## config.mk

```make
export PLATFORM = sky130hd
export DESIGN_NAME = la_scanctrl
export DESIGN_NICKNAME = d
export VERILOG_FILES = /design/src/rtl/la_scan_pkg.sv /design/src/rtl/la_scan_shreg.sv /design/src/rtl/la_scanctrl.sv
export SDC_FILE = /design/constraint.sdc
export NUM_CORES = 1
export LEC_CHECK = 0
export CAP_MARGIN = 0
export CORE_ASPECT_RATIO = 1.75
export CORE_MARGIN = 5
export CORE_UTILIZATION = 45
export CTS_CLUSTER_DIAMETER = 150
export DETAILED_ROUTE_END_ITERATION = 7
export GPL_ROUTABILITY_DRIVEN = 0
export HOLD_SLACK_MARGIN = 0.05
export PLACE_DENSITY_LB_ADDON = 0.05
export SLEW_MARGIN = 40
export SYNTH_ARGS = -nofsm -noshare
export SYNTH_HDL_FRONTEND = slang
export SYNTH_SLANG_ARGS = --single-unit
```

## constraint.sdc

```tcl
create_clock -name clk -period 2.28 [get_ports clk]
set_input_delay 0.228 -clock clk [delete_from_list [all_inputs] [get_ports clk]]
set_output_delay 0.228 -clock clk [all_outputs]
set_load 0.005 [all_outputs]
```

## src/rtl/la_scan_pkg.sv

```systemverilog
// ============================================================================
//  Module   : la_scan_pkg
//  Purpose  : Shared state encodings and counter-width helper for la_scanctrl.
//  Revision : 1.0
// ============================================================================
`default_nettype none

package la_scan_pkg;

    typedef enum logic [2:0] {
        ST_IDLE   = 3'd0,
        ST_LOAD   = 3'd1,
        ST_CAPT   = 3'd2,
        ST_UNLOAD = 3'd3,
        ST_DONE   = 3'd4
    } state_t;

    function automatic int cnt_width(input int n, input int capt);
        return $clog2(n + capt + 1);
    endfunction

endpackage

`default_nettype wire

```

## src/rtl/la_scan_shreg.sv

```systemverilog
// ============================================================================
//  Module   : la_scan_shreg
//  Purpose  : N-bit loadable right-shift register (serial in at MSB, out at LSB).
//  Revision : 1.0
// ============================================================================
`default_nettype none

module la_scan_shreg #(
    parameter int N = 32
) (
    input  logic         clk,
    input  logic         nreset,
    input  logic         load,
    input  logic [N-1:0] ld_data,
    input  logic         shift,
    input  logic         si,
    output logic [N-1:0] q,
    output logic         so
);

    logic [N-1:0] r_q;

    always_ff @(posedge clk or negedge nreset) begin
        if (!nreset) begin
            r_q <= '0;
        end else if (load) begin
            r_q <= ld_data;
        end else if (shift) begin
            r_q <= {si, r_q[N-1:1]};
        end
    end

    assign q  = r_q;
    assign so = r_q[0];

endmodule

`default_nettype wire

```

## src/rtl/la_scanctrl.sv

```systemverilog
// ============================================================================
//  Module   : la_scanctrl
//  Purpose  : Scan-chain access controller: load pattern, capture, unload.
//             Optional compare stage enabled by LA_SCANCTRL_COMPARE_EN.
//  Revision : 1.0
// ============================================================================
`default_nettype none

module la_scanctrl
    import la_scan_pkg::*;
#(
    parameter int   N    = 32,
    parameter int   CAPT = 1,
    parameter logic FILL = 1'b0,
    parameter int   CW   = cnt_width(N, CAPT)
) (
    input  logic         clk,
    input  logic         nreset,
`ifdef LA_SCANCTRL_COMPARE_EN
    input  logic [N-1:0] expected,
    input  logic [N-1:0] mask,
    output logic         fail,
`endif
    input  logic         start,
    input  logic [N-1:0] pattern,
    output logic         busy,
    output logic         done,
    output logic [N-1:0] response,
    output logic         scan_se,
    output logic         scan_si,
    input  logic         scan_so
);

    state_t        r_state;
    logic [CW-1:0] r_cnt;
    logic          r_busy;
    logic          r_done;
    logic          r_se;
    logic          r_si;
    logic [N-1:0]  r_response;

    logic          w_accept;
    logic          w_ser_shift;
    logic          w_deser_shift;
    logic [N-1:0]  w_ser_q;
    logic          w_ser_so;
    logic [N-1:0]  w_deser_q;
    logic          w_deser_so;
    logic [N-1:0]  w_resp_next;
    logic          w_unused;

    assign w_accept      = (r_state == ST_IDLE) && start;
    assign w_ser_shift   = (r_state == ST_LOAD);
    assign w_deser_shift = (r_state == ST_UNLOAD);
    // Final unload sample joins the deserializer contents on the last edge.
    assign w_resp_next   = {scan_so, w_deser_q[N-1:1]};
    assign w_unused      = ^{w_ser_q, w_deser_so, w_deser_q[0]};

    // pattern[0] goes straight to scan_si on accept, so the shadow holds the rest.
    la_scan_shreg #(.N(N)) u_ser (
        .clk     (clk),
        .nreset  (nreset),
        .load    (w_accept),
        .ld_data ({FILL, pattern[N-1:1]}),
        .shift   (w_ser_shift),
        .si      (FILL),
        .q       (w_ser_q),
        .so      (w_ser_so)
    );

    la_scan_shreg #(.N(N)) u_deser (
        .clk     (clk),
        .nreset  (nreset),
        .load    (1'b0),
        .ld_data ('0),
        .shift   (w_deser_shift),
        .si      (scan_so),
        .q       (w_deser_q),
        .so      (w_deser_so)
    );

`ifdef LA_SCANCTRL_COMPARE_EN
    logic [N-1:0] r_expect;
    logic [N-1:0] r_mask;
    logic         r_fail;

    always_ff @(posedge clk or negedge nreset) begin
        if (!nreset) begin
            r_expect <= '0;
            r_mask   <= '0;
            r_fail   <= 1'b0;
        end else begin
            if (w_accept) begin
                r_expect <= expected;
                r_mask   <= mask;
            end
            if (r_state == ST_UNLOAD && r_cnt == CW'(1)) begin
                r_fail <= |((w_resp_next ^ r_expect) & r_mask);
            end
        end
    end

    assign fail = r_fail;
`endif

    always_ff @(posedge clk or negedge nreset) begin
        if (!nreset) begin
            r_state    <= ST_IDLE;
            r_cnt      <= '0;
            r_busy     <= 1'b0;
            r_done     <= 1'b0;
            r_se       <= 1'b0;
            r_si       <= 1'b0;
            r_response <= '0;
        end else begin
            r_done <= 1'b0;
            case (r_state)
                ST_IDLE: begin
                    if (start) begin
                        r_state <= ST_LOAD;
                        r_busy  <= 1'b1;
                        r_se    <= 1'b1;
                        r_si    <= pattern[0];
                        r_cnt   <= CW'(N);
                    end
                end
                ST_LOAD: begin
                    if (r_cnt == CW'(1)) begin
                        r_state <= ST_CAPT;
                        r_se    <= 1'b0;
                        r_si    <= FILL;
                        r_cnt   <= CW'(CAPT);
                    end else begin
                        r_si    <= w_ser_so;
                        r_cnt   <= r_cnt - CW'(1);
                    end
                end
                ST_CAPT: begin
                    if (r_cnt == CW'(1)) begin
                        r_state <= ST_UNLOAD;
                        r_se    <= 1'b1;
                        r_si    <= FILL;
                        r_cnt   <= CW'(N);
                    end else begin
                        r_cnt   <= r_cnt - CW'(1);
                    end
                end
                ST_UNLOAD: begin
                    if (r_cnt == CW'(1)) begin
                        r_state    <= ST_DONE;
                        r_se       <= 1'b0;
                        r_done     <= 1'b1;
                        r_response <= w_resp_next;
                        r_cnt      <= '0;
                    end else begin
                        r_cnt      <= r_cnt - CW'(1);
                    end
                end
                ST_DONE: begin
                    r_state <= ST_IDLE;
                    r_busy  <= 1'b0;
                end
                default: begin
                    r_state <= ST_IDLE;
                    r_busy  <= 1'b0;
                    r_se    <= 1'b0;
                    r_cnt   <= '0;
                end
            endcase
        end
    end

    assign busy     = r_busy;
    assign done     = r_done;
    assign response = r_response;
    assign scan_se  = r_se;
    assign scan_si  = r_si;

endmodule

`default_nettype wire

```

[Yosys cells after proc, flatten, opt, wreduce, memory -nomap -nowiden]
Index checks and enable logic that the tools add are counted.
Operators by class
  add/sub/neg operators: 1
  eq/ne operators: 10
  multiplexer cells: 22
  bitwise operators: 2
  reduce and logical (&&, ||, !) cells: 12
Operator list (count)
  2-to-1 mux 32 bit: 2
  one-hot mux 6 bit (5 select lines): 1
  2-to-1 mux 6 bit: 4
  2-to-1 mux 3 bit: 4
  one-hot mux 3 bit (4 select lines): 1
  != test 2 bit (second input constant): 4
  AND reduction 4 bit: 2
  2-to-1 mux 1 bit: 7
  equality test 3 x 2 -> 1 bit (second input constant): 2
  equality test 6 x 1 -> 1 bit (second input constant): 1
  AND reduction 2 bit: 3
  subtractor 6 x 1 -> 6 bit (second input constant): 1
  one-hot mux 1 bit (4 select lines): 1
  equality test 3 x 1 -> 1 bit (second input constant): 1
  equality test 3 bit (second input constant): 1
  logical NOT 3 bit: 1
  one-hot mux 1 bit (3 select lines): 1
  AND reduction 3 bit: 1
  nonzero test 3 bit: 1
  OR reduction 3 bit: 1
  != test 2 x 1 -> 1 bit (second input constant): 1
  NOT 1 bit: 2
  one-hot mux 1 bit (2 select lines): 1
  nonzero test 2 bit: 1
  2 further kinds: 2
Word-level totals
  flip-flop bits (word level): 109
  output and inout port bits: 36
  logic and storage cells: 56

[Logic depth before layout (Yosys ltp)]
Gate-level depths: netlist of run 1.
  depth after elaboration: 4
  gate-level depth with buffers: 8
  depth with buffers taken out: 7

[Modules after synthesis]
Synthesis of run 1 repeated with hierarchy kept, for this count alone.
Second synthesis, totals
  cells, all modules: 429
  area, all modules: 5128.7 um^2
Modules (own cells, without submodules)
  la_scan_shreg: times used 2, cells an instance 140, area each 1522.7 um^2
  la_scanctrl: times used 1, cells an instance 149, area each 2083.2 um^2

[Worst setup path before layout of run 1]
No wires, ideal clock.
  path type: register to register
  from: register r_cnt[1]
  to: register r_response[10], in the netlist response[10]
  setup time: 0.125 ns
  arrival: 1.842 ns
  path slack: 0.313 ns
  stages on the path, launching flop included: 9
  path buffers: 1
  period minus slack after synthesis: 1.967 ns
  cells stage by stage: dfrtp_1 > inv_1 > ha_1 > nor2b_1 > and2_4 > nand3_4 > inv_6 > buf_12 > mux2_2
On the way
  cells in the longest elaborated chain, start to end: 2
Ends and longest elaborated chain
  start, declared: RTL line la_scanctrl.sv:35  | logic [CW-1:0] r_cnt;
  start signal, assigned: RTL line la_scanctrl.sv:124  | r_cnt <= CW'(N);
  start signal, assigned: RTL line la_scanctrl.sv:132  | r_cnt <= CW'(CAPT);
  start signal, assigned: RTL line la_scanctrl.sv:135  | r_cnt <= r_cnt - CW'(1);
  equality test 6 x 1 -> 1 bit: RTL line la_scanctrl.sv:149  | if (r_cnt == CW'(1)) begin
  AND reduction 2 bit (no line)
  end signal, assigned: RTL line la_scanctrl.sv:153  | r_response <= w_resp_next;
  end, declared: RTL line la_scanctrl.sv:40  | logic [N-1:0] r_response;
No other way between the ends.
A chain may end at the register's enable or synchronous reset.

[Final worst setup path of run 1]
  from: register r_cnt[1]
  to: register r_response[19], in the netlist response[19]
The elaborated chain is that of the path after synthesis.

==> metrics.md, run 1 <==
| Metric | Value |
|---|---|
| Final core utilization | roughly three fifths |
| Highest fanout seen on the critical path | 14 |
| Crit path launch type | flip-flop |
| Iteration-0 DRC Markers | 116 |
| I/O pin count | 72 |
| Core ar. | 9910 µm² |
| Slew headroom | 62.8% |
| Clk slew on worst S/H paths | ~0.08 ns |
| ANT nets after route | 0 |
| CTS Hold Bufs | 1 |
| Worst path arrival time | between 2 and 2.5 ns |
| Site Rows | 48 |
| Tcrit/Tclk final | 81.1% |
| Worst hold path type | primary input to asynchronous set/reset pin |
| Place WS | 0.432 ns |
| Placed insts | 540 |
| Slew @ Worst Pin | 0.553 ns |
| First-pass GRT wire length | 14900 µm |
| Worst ir drop on vdd | 668 µV |
| Vias | 2814 |
| Final Hold Viols | 0 |
| Final setup viols | 0 |
| Final HPWL DP | 6010 µm |
| Syn Std Cell Area | 4560 µm² |
| Post-CTS setup buffer count | 0 |
| Worst setup margin | 0.432 ns |
| Die Area | 12300 µm² |
| Avg Cell Area, Syn | ~13 µm² |
| Max-Cap Viols | 0 |
| Min cycle time layout | 1.85 ns |
| Fmax | 541 MHz |
| Die Wd | 86.1 µm |
| Sequential area share after synthesis | 58.7% |
| DR pass1 iterations | 4 |
| Synth-to-Final Area Change | 26.9% |
| Critical path capture point type | flip-flop |
| Crit path kind | flip-flop to flip-flop |
| # port buffers | 71 |
| Warnings from Yosys | 0 |
| Antenna violations before repair | 0 |
| Worst path required time | 2.52 ns |
| CTS Buf Count | 9 |
| H-Tree Depth | 3 |
| GR Overflow Total | 0 |
| Worst skew pair latency | roughly 0.35 ns |
| Leakage power | 0.00277 µW |
| Synthesized Nets | around 390 |
| Seq cells post-synth | 107 |
| Vias in the first global route | 3034 |
| Via-to-Cell Ratio | 5.05 |
| Total global-route track usage | between 10% and 20% |
| CTS resizes | 0 |
| Total power | 6360 µW |
| Synthesized netlist cell count | roughly 350 |
| Initial Util | 46.1% |
| Share of post-route cells with drive strength above 1 | between 20% and 30% |
| PwrDens | 1100 nW/µm² |
| Max clock buf depth | 2 |
| Pin count of the biggest net entering global routing | 41 |
| Top cells by area, synth | dfrtp_1 (59%), mux2_2 (13%), mux2i_1 (7.2%), o21ai_0 (3.4%), nand2_1 (3.0%) |
| Area share of the largest cell type after synthesis | 58.7% |
| Die height | 143 µm |
| Routed wire length | 8640 µm |
| Count of cell types in the netlist | 43 |
| CTS tree | yes |
| Slew Limit Fails | 0 |
| Outcome | completed |
| DR WL/cell | ~16 µm |
| Fin cells | 557 |
| Clock skew | ~0.0085 ns |
| CTS root buffer | clkbuf_16 |
| Final setup TNS | 0 ns |
| Layout Nets | roughly 470 |
| Antenna diodes | 0 |
| Drc violations | 0 |
| Largest area contributor in the netlist | dfrtp_1 |
| Total clock sinks | 107 |
| Unrepaired setup endpoints after global routing | false |
==> cell usage in the layout (no fill, tap or decap), types with 3 or more instances in the layout <==
cell / instances
mux2_2: 52
clkbuf_16: 9
inv_6: 4
mux2_4: 9
o21ai_0: 31
a22o_1: 3
mux2i_1: 33
inv_8: 4
a21oi_1: 5
inv_1: 6
buf_4: 11
buf_12: 4
a211oi_1: 3
dfrtp_1: 107
clkdlybuf4s50_1: 70
nor2b_1: 5
nand3_1: 3
nand2_1: 37
nor2_1: 5
==> cells by family after synthesis <==
group / Yosys count / share of synthesized area [%]
compound gates: 54 / 7.05
xor+xnor: 1 / 0.192
fa+ha+maj: 2 / 0.548
buf+inv: 26 / 3.15
flops: 107 / 58.7
mux: 96 / 23.5
simple gates: 63 / 6.88
==> cells in the mapped netlist (all sizes together) <==
cell,number
dfrtp,107
mux2,63
nand2,37
mux2i,33
o21ai,31
buf,11
clkbuf,8
inv,7
nor2b,6
a21oi,5
nor2,5
nand3,4
nor3,4
a211oi,3
a22o,3
a21o,2
ha,2
o31a,2
o31ai,2
a21boi,1
a311oi,1
a31oi,1
and2,1
and2b,1
and3,1
nand2b,1
nand4b,1
nor4,1
o211ai,1
o21a,1
o21bai,1
or3,1
xor2,1
==> metrics by stage <==
stage / cell area, µm² / hold slack (ns)
detailed placement: 5490 / 0.221
floorplan: 4560 / -0.0676
global route: 5790 / 0.434
CTS: 5790 / 0.390
finish: 5790 / 0.376
global placement: 5490 / 0.217
==> registers in the layout, summed over array words and instances, names as in the netlist <==
name       flops
scan_se        1
busy           1
r_cnt          6
r_state        3
response      32
scan_si        1
u_ser.q       31
u_deser.q     31
done           1
==> final timing paths <==
check	depth (start not counted)	slack, ns	end	startpoint
max in group asynchronous	3	1.26	u_deser.q[1]	nreset
hold / removal	2	0.38	u_ser.q[26]	nreset
setup reg to reg	7	0.43	response[19]	r_cnt[1]
setup / recovery	7	0.43	response[19]	r_cnt[1]
min in group clk	3	0.44	u_ser.q[15]	pattern[16]
hold reg to reg	1	0.48	response[17]	response[17]
==> cell type report <==
type | instances | area [µm²]
fillers | 858 | 4120
multi-input cells | 216 | 1760
repair buffers | 86 | 873
well taps | 125 | 156
flip-flops and latches | 107 | 2680
clock buffers | 9 | 225
clock inverters | 7 | 71.3
inverters | 7 | 31.3
==> report_power, final <==
| part | total [µW] | leakage [µW] | switching [µW] | internal (µW) |
|---|---|---|---|---|
| logic | 2120 | 0.00120 | 951 | 1170 |
| registers | 2690 | 0.00142 | 332 | 2360 |
| clock network | 1540 | 0.000149 | 753 | 784 |
==> layer usage <==
layer	vias up	part of all wire [%]	GRT usage, %
li1	1376	-	-
met1	1376	41	18.0
met2	53	52	26.0
met3	9	5.4	5.08
met4	0	1.7	5.09
met5	-	0	0
==> worst max-delay path, cell delays in order, from the launching register on <==
cell and delay, ns:
dfrtp_1 0.40, inv_1 0.10, ha_1 0.19, nor2b_1 0.14
and2_4 0.17, nand3_4 0.10, buf_4 0.27, mux2_2 0.37
(Power assumes the default switching activity.)
==> run 2, diff against run 1 <==
Clock period 2.28 ns to 1.6 ns, I/O delays scaled along.
==> run 2 against run 1 <==
Compared with the run above:
- die area stayed put
- the flow now finishes with violations (negative setup slack)
- largest cell class unchanged
- critical path type unchanged
- wire length increased by 2.8%
- critical path depth did not move
==> metrics.md, run 2 (synthesis gave the netlist of run 1 again) <==
| Metric | Value |
|---|---|
| H-Tree Depth | 3 (unchanged) |
| Synth-to-Final Area Change | 32.0% (was 26.9%) |
| Crit path largest cell delay | 0.39 ns (was 0.40 ns) |
| Die height | 143 µm (unchanged) |
| Final HPWL DP | 6140 µm (was 6010 µm) |
| Worst ir drop on vdd | 808 µV (was 668 µV) |
| Layout Nets | 480 (was 465) |
| Crit path launch type | flip-flop (unchanged) |
| Leakage power | 0.00287 µW (was 0.00277 µW) |
| Core ar. | 9910 µm² (unchanged) |
| Vias | 2919 (was 2814) |
| Slew @ Worst Pin | 0.592 ns (was 0.553 ns) |
| Unrepaired setup endpoints after global routing | true (was false) |
| Slew headroom | 60.6% (was 62.8%) |
| Worst setup margin | -0.0303 ns (was 0.432 ns) |
| DR pass1 iterations | 2 (was 4) |
| Via-to-Cell Ratio | 5.10 (was 5.05) |
| Critical path cell sequence | inv_2 -> ha_4 -> nor2b_4 -> and2_4 -> nand3_4 -> inv_12 -> mux2_2 (was inv_1 -> ha_1 -> nor2b_1 -> and2_4 -> nand3_4 -> buf_4 -> mux2_2) |
| Antenna violations before repair | 0 (unchanged) |
| Antenna diodes | 0 (unchanged) |
| Initial Util | 46.1% (unchanged) |
| Outcome | finished, violations left (was completed) |
| Pin count of the biggest net entering global routing | 103 (was 41) |
| Fin cells | 572 (was 557) |
| Worst Path Buf+Inv | 2 (unchanged) |
| Iteration-0 DRC Markers | 116 (unchanged) |
| # port buffers | 71 (unchanged) |
| Highest fanout seen on the critical path | 19 (was 14) |
| Total global-route track usage | 15.8% (was 15.3%) |
| Site Rows | 48 (unchanged) |
| Worst hold path type | primary input to asynchronous set/reset pin (unchanged) |
| Clock skew | 0.00778 ns (was 0.00847 ns) |
| Worst skew pair latency | 0.35 ns (about the same) |
| Drc violations | 0 (unchanged) |
| CTS tree | yes (unchanged) |
| Share of post-route cells with drive strength above 1 | 26.6% (was 22.7%) |
| ANT nets after route | 0 (unchanged) |
| CTS Buf Count | 9 (unchanged) |
| Die Wd | 86.1 µm (unchanged) |
| Worst path required time | 1.83 ns (was 2.52 ns) |
| Total clock sinks | 107 (unchanged) |
| Final core utilization | 60.8% (was 58.4%) |
| PwrDens | 1550 nW/µm² (was 1100 nW/µm²) |
| Slew Limit Fails | 0 (unchanged) |
| Die Area | 12300 µm² (unchanged) |
| Failing checks | negative setup slack |
| Largest register FFs | 32 (unchanged) |
| Commonest cells after routing, fill and taps aside | dfrtp_1 (107), clkdlybuf4s50_1 (70), mux2_2 (44), nand2_1 (37), mux2i_1 (33) (was dfrtp_1 (107), clkdlybuf4s50_1 (70), mux2_2 (52), nand2_1 (37), mux2i_1 (33)) |
| Crit path kind | flip-flop to flip-flop (unchanged) |
| Vias in the first global route | 3187 (was 3034) |
| Slowest CP cell | dfrtp_1 (unchanged) |
| Max-Cap Viols | 0 (unchanged) |
| CTS root buffer | clkbuf_16 (unchanged) |
| Clk slew on worst S/H paths | 0.07 ns (was 0.08 ns) |
| Max clock buf depth | 2 (unchanged) |
| Critical path capture point type | flip-flop (unchanged) |
| I/O pin count | 72 (unchanged) |
| Final Hold Viols | 0 (unchanged) |
| Fmax | 613 MHz (was 541 MHz) |
| DR WL/cell | 15.5 µm (about the same) |
| Routed wire length | 8880 µm (was 8640 µm) |
| Largest delay share family, worst path | simple AND/OR/NAND/NOR gates (unchanged) |
| Commonest non-fill, non-tap cell in the layout | dfrtp_1 (unchanged) |
| GR Overflow Total | 0 (unchanged) |
| Min cycle time layout | 1.63 ns (was 1.85 ns) |
| Final setup viols | 18 (was 0) |
| First-pass GRT wire length | 15600 µm (was 14900 µm) |
| Tcrit/Tclk final | 102% (was 81.1%) |
| Worst path arrival time | 1.86 ns (was 2.08 ns) |
| Placed insts | 553 (was 540) |
run 2: per-layer routing:
metal  wire [µm]  part of all wire, %  up-vias  global-route usage, %
met3         511                  5.8        7                   5.20
li1            -                    -     1407                      -
met4          97                  1.1        0                   5.00
met2        4500                   51       52                   25.6
met5           0                    0        -                      0
met1        3770                   42     1453                   20.1
run 2: layout make-up:
cell class,count,area [µm²]
Clock inverter,6,61.3
Timing Repair Buffer,101,1040
Sequential cell,107,2680
Inverter,7,38.8
Multi-Input combinational cell,216,1820
Clock buffer,10,229
Tap cell,125,156
Fill cell,837,3880
run 2: where the power goes:
group	switching, µW	internal [µW]
registers	417	3360
logic	1510	1940
clock network	1040	1090
run 2: what timing repair did:
action                                  4_1_cts  5_1_grt
endpoints found under the setup margin       28       46
resized for setup                             4        3
pin swaps                                     0        1
buffers inserted                              0        2
hold endpoints to repair                    107        0
hold buffers                                  1        0
run 2: stage by stage:
stage / setup slack, ns / TNS (ns) / hold slack [ns] / total power (µW) / area (µm²)
after floorplan: -0.155 / -2.53 / -0.136 / 6000 / 4620
after global placement: -0.0350 / -0.293 / -0.0233 / 7210 / 5690
after detailed placement: -0.0598 / -0.793 / -0.0219 / 7320 / 5690
after CTS: -0.0450 / -0.813 / 0.145 / 9500 / 6000
after global routing: -0.122 / -2.82 / 0.165 / 10000 / 6030
final: -0.0303 / -0.411 / 0.165 / 9370 / 6030
run 2: worst paths after layout:
path	cells past startpoint	to	startpoint	slack (ns)
max in group asynchronous	3	response[22]	nreset	0.68
min in group clk	3	u_ser.q[26]	pattern[27]	0.37
setup reg to reg	7	response[3]	r_cnt[1]	-0.03
hold / removal	2	u_ser.q[25]	nreset	0.16
setup / recovery	7	response[3]	r_cnt[1]	-0.03
hold reg to reg	1	busy	busy	0.50
run 2: worst register-to-register path, stage by stage, from the launching register on:
cell,delay [ns]
dfrtp_1,0.39
inv_2,0.07
ha_4,0.12
nor2b_4,0.13
and2_4,0.17
nand3_4,0.13
inv_12,0.15
mux2_2,0.35
